[config.mk]
export PLATFORM = sky130hd
export DESIGN_NAME = mult_seq_ctrl
export DESIGN_NICKNAME = d
export VERILOG_FILES = /design/src/rtl/mult_seq_ctrl.sv
export SDC_FILE = /design/constraint.sdc
export NUM_CORES = 1
export LEC_CHECK = 0
export BUFFER_PORTS_ARGS = -buffer_cell sky130_fd_sc_hd__buf_4
export CELL_PAD_IN_SITES_DETAIL_PLACEMENT = 1
export CELL_PAD_IN_SITES_GLOBAL_PLACEMENT = 1
export CORE_AREA = 5 5 460 462
export DETAILED_ROUTE_END_ITERATION = 12
export DIE_AREA = 0 0 465 467
export PLACE_DENSITY_LB_ADDON = 0.1
export SYNTH_ARGS = -nofsm -noshare
export SYNTH_HDL_FRONTEND = slang
export SYNTH_SLANG_ARGS = --single-unit
export TNS_END_PERCENT = 5
[constraint.sdc]
create_clock -name clk -period 25.8 [get_ports clk]
set_clock_uncertainty 0.1 [all_clocks]
set_input_delay 2.58 -clock clk [delete_from_list [all_inputs] [get_ports clk]]
set_output_delay 2.58 -clock clk [all_outputs]
set_load 0.1 [all_outputs]
[src/rtl/mult_seq_ctrl.sv]
// rtl/mult_seq_ctrl.sv - two-requester round-robin sequencer for a sliced N x W accumulating multiplier
//
// Accepts one operation at a time from two requesters, clears the external
// datapath for one cycle, feeds the b operand to it W bits at a time (LSB
// slice first) over CC cycles, captures the 2N-bit product, and holds it
// until the consumer takes it.
//
// Ports:
//   clk, rst                    clock, asynchronous active-high reset
//   req0_valid/ready/a/b        requester 0 handshake and operands
//   req1_valid/ready/a/b        requester 1 handshake and operands
//   res_valid/ready/data/id     result handshake, product, owning requester
//   busy                        high whenever an operation is in flight
//   dp_rst                      one-cycle clear to the datapath accumulator
//   dp_g                        full-width a operand to the datapath
//   dp_e                        current W-bit slice of b to the datapath
//   dp_o                        datapath sum output
module mult_seq_ctrl #(
  parameter int N  = 128,
  parameter int CC = 4
) (
  input  logic             clk,
  input  logic             rst,
  input  logic             req0_valid,
  output logic             req0_ready,
  input  logic [N-1:0]     req0_a,
  input  logic [N-1:0]     req0_b,
  input  logic             req1_valid,
  output logic             req1_ready,
  input  logic [N-1:0]     req1_a,
  input  logic [N-1:0]     req1_b,
  output logic             res_valid,
  input  logic             res_ready,
  output logic [2*N-1:0]   res_data,
  output logic             res_id,
  output logic             busy,
  output logic             dp_rst,
  output logic [N-1:0]     dp_g,
  output logic [N/CC-1:0]  dp_e,
  input  logic [2*N-1:0]   dp_o
);

  localparam int W  = N / CC;
  localparam int KW = $clog2(CC);

  typedef enum logic [1:0] {IDLE, CLR, RUN, DONE} state_t;

  state_t        state;
  state_t        state_nxt;
  logic [KW-1:0] k;
  logic          last;       // requester granted most recently
  logic [N-1:0]  b_q;
  logic          id_q;
  logic          grant_id;
  logic          accept;
  logic          k_last;

  // Tie goes to whoever was not granted last; otherwise the lone valid wins.
  always_comb begin
    grant_id = req1_valid;
    if (req0_valid && req1_valid) begin
      grant_id = ~last;
    end
  end

  // Gated by rst so no handshake can be seen while reset is held.
  assign req0_ready = (state == IDLE) && !rst && req0_valid && !grant_id;
  assign req1_ready = (state == IDLE) && !rst && req1_valid && grant_id;
  assign accept     = req0_ready | req1_ready;
  assign k_last     = (k == KW'(CC - 1));

  always_ff @(posedge clk or posedge rst) begin
    if (rst) begin
      state <= IDLE;
    end else begin
      state <= state_nxt;
    end
  end

  always_comb begin
    state_nxt = state;
    busy      = (state != IDLE);
    res_valid = (state == DONE);
    dp_e      = '0;
    case (state)
      IDLE: if (accept) state_nxt = CLR;
      CLR:  state_nxt = RUN;
      RUN: begin
        dp_e = W'(b_q >> (int'(k) * W));
        if (k_last) state_nxt = DONE;
      end
      DONE: if (res_ready) state_nxt = IDLE;
      default: state_nxt = IDLE;
    endcase
  end

  always_ff @(posedge clk or posedge rst) begin
    if (rst) begin
      k        <= '0;
      last     <= 1'b1;
      dp_rst   <= 1'b0;
      dp_g     <= '0;
      b_q      <= '0;
      id_q     <= 1'b0;
      res_data <= '0;
      res_id   <= 1'b0;
    end else begin
      // accept only happens in IDLE, so this lands exactly on the CLR cycle
      dp_rst <= accept;
      if (accept) begin
        dp_g <= req1_ready ? req1_a : req0_a;
        b_q  <= req1_ready ? req1_b : req0_b;
        id_q <= req1_ready;
        last <= req1_ready;
      end
      if (state == RUN) begin
        k <= k_last ? '0 : k + 1'b1;
        if (k_last) begin
          res_data <= dp_o;
          res_id   <= id_q;
        end
      end else begin
        k <= '0;
      end
    end
  end

endmodule

==> results.cfg <==
[floorplan]
floorplan.io_pins = 1195
num_rows = 167
chipWidth_um = 465
fp.coreArea_um2 = 207000
floorplan.die.height_um = 467
initial_utilization_pct = 10.6
die-area_um2 = 217000

[sta]
setup-violations-final = 0
timing.fmax_mhz = 141
worst_slew_margin_rel_pct = 27.0
fin_crit_sh_pct = 27.5
final_period_minus_worst_setup_slack_ns = 7.09
final_max_slew_viols = 0
setup-tns-final_ns = 0
hold_viol_final = 0
setup_repair_after_global_routing_missed_its_margin = no
worst_max_slew_pin_slew_ns = 1.10

[route]
drt_wl_total_um = 153000
vias_per_cell = 3.45
post_drt_antenna_nets = 0
detail_route.first_pass.iterations = 4
num_vias = 18918
first_iter_violations = 730
wl_per_cell_um = 27.9
detail_route.drc_violations = 0

[clock_network]
tritoncts = done
h-tree-depth = 3
cts_max_path_buffers = 3
cts_inserted_buffers = 81
clock_root_cell = clkbuf_16
cts_setup_buffers = 0
clock_slew_at_the_register_clock_pins_of_the_worst_setup_and_hold_paths_ns = 0.05
clkLatencyLatePin_ns = 0.70
cts.hold.buffers_added = 0
cts_repair_resize_count = 0
cts.sinks = 520

[synthesis]
synth.cell_area_um2 = 21900
synth_sequential_area_ratio_pct = 59.3
synth_fp_nets = 2281
instance_count_of_the_mapped_netlist = 1504
ys_seq_elements = 520
synth.yosys.warnings = 0
yosysUniqueCellTypes = 24
synth_area_per_cell_um2 = 14.6

[hold_path]
min_path_cells = 1
worstHoldPathType = flop to flop
holdPathEnd = res_data[20]$_DFFE_PP0P_
min_from = res_data[20]$_DFFE_PP0P_

[global_routing]
gr-usage-all-layers_pct = 13.5
grt_first_pass_wirelength_um = 202000
antenna_found_initial = 86
via_count_of_the_first_global_routing_pass = 21719
global_route.overflow_total = 0
grt_start_max_net_pins = 157

[status]
run_status = finished, final reports clean

[worst_setup_path]
slack_of_the_worst_reg_to_reg_path_ns = 21.57
worst_path_most_repeated_cell = buf_4
critPathKind = input pin to primary output
regToRegEndpoint = res_data[163]$_DFFE_PP0P_
crit_path_end_kind = primary output
timing.critical_path.required_ns = 23.12
cp-start-kind = input pin
crit_slowest_cell = and3_4
timing.critical_path.cells = buf_4 -> and2b_4 -> and3_4 -> buf_4
startpoint = rst
crit_path_max_incr_delay_ns = 0.88
data_arrival_time_at_the_worst_slack_endpoint_ns = 4.41
worst-path-max-fanout = 65
ff2ff_path_depth = 6
rr_startpoint = k[0]$_DFF_PP0_

[finish]
num-nets-final = 3459
drive_gt1_share_pct = 60.1
fillCellCount = 23387
syn2layout_area_growth_pct = 67.0

[placement]
placement.io_buffers = 1194
detailed_place_hpwl_um = 122000
gp_congestion = 0.795

[flow_run]
count_of_maximum_capacitance_violations = 0
[how the worst max path moves through the flow]
stage | end
floorplan | b_q[0]$_DFFE_PP0P_
global placement | req1_ready
detailed placement | req1_ready
CTS | req1_ready
global route | req1_ready
finish | req1_ready
[state kept, by name, summed over array words and instances (netlist names)]
name and flops:
dp_rst 1, dp_g 128, res_id 1, b_q 128
res_data 256, k 2, last 1, id_q 1
state 2
[kinds of logic after synthesis]
logic type	after synthesis	synth area share, %
AOI/OAI and AO/OA	519	19.2
adders and majority gates	4	0.228
muxes	290	16.5
and+or+nand+nor	40	1.13
DFF	520	59.3
buffers and inverters	131	3.59
[cells in the mapped netlist]
cell type / number / area (um^2)
buf_6: 26 / 293
nor2b_1: 1 / 6.26
mux2_2: 258 / 2910
a21oi_1: 1 / 5.00
nand2_1: 3 / 11.3
and3_1: 1 / 6.26
a22o_1: 256 / 2240
a21oi_2: 1 / 8.76
dfrtp_1: 519 / 13000
and2_1: 33 / 206
a21o_1: 257 / 1930
buf_1: 1 / 3.75
ha_1: 4 / 50.1
buf_2: 80 / 400
mux4_2: 32 / 721
o21ai_2: 1 / 8.76
dfstp_2: 1 / 26.3
and2b_4: 1 / 10.0
a31oi_1: 1 / 6.26
o32a_1: 1 / 10.0
clkbuf_1: 17 / 63.8
nor3b_1: 1 / 7.51
a221oi_2: 1 / 15.0
inv_1: 7 / 26.3
[layout by cell type, fill, tap and decap left out, types with 18 or more instances in the layout]
| master | count |
|---|---|
| a21o_1 | 257 |
| and2_1 | 33 |
| diode_2 | 31 |
| dfrtp_1 | 517 |
| clkbuf_16 | 81 |
| mux2_2 | 258 |
| clkbuf_8 | 22 |
| clkbuf_1 | 18 |
| buf_4 | 1217 |
| mux4_2 | 32 |
| a22o_1 | 256 |
[metal layers]
layer / vias to the layer above / wire [um] / share of wire (%) / track usage (%)
met5: - / 417 / 0.27 / 0
met4: 66 / 3230 / 2.1 / 2.91
met2: 908 / 74200 / 49 / 23.1
met3: 226 / 18000 / 12 / 7.45
li1: 8057 / - / - / -
met1: 9661 / 57000 / 37 / 14.7
[layout make-up]
type	count	area [um^2]	area share, %
antenna	31	77.6	0.212
clock inverter	27	390	1.07
timing repair buffer	1219	9180	25.0
clock buffer	121	2400	6.54
multi-input combinational	853	8180	22.3
inverter	7	33.8	0.0922
tap	2704	3380	9.23
sequential	520	13000	35.5
[worst max-delay path: cells and delay by family]
| kind | cells | cell delay [ns] |
|---|---|---|
| simple gates | 2 | 1.20 |
| buf+inv | 2 | 0.60 |
[per-stage QoR]
stage	util, %	setup slack [ns]	cells	hold WS, ns	area, um^2
6_report	17.7	18.71	5482	0.404	36700
5_1_grt	17.7	18.63	5460	0.410	36600
4_1_cts	17.7	18.68	5451	0.407	36600
3_5_place_dp	16.4	18.68	5303	0.394	33800
3_3_place_gp	16.4	18.69	5303	0.392	33800
2_1_floorplan	-	8.59	1504	0.346	21900
Power is left out: the tool's default activity adds up to more than one toggle a clock period on the data nets, which glitch-free logic cannot reach.
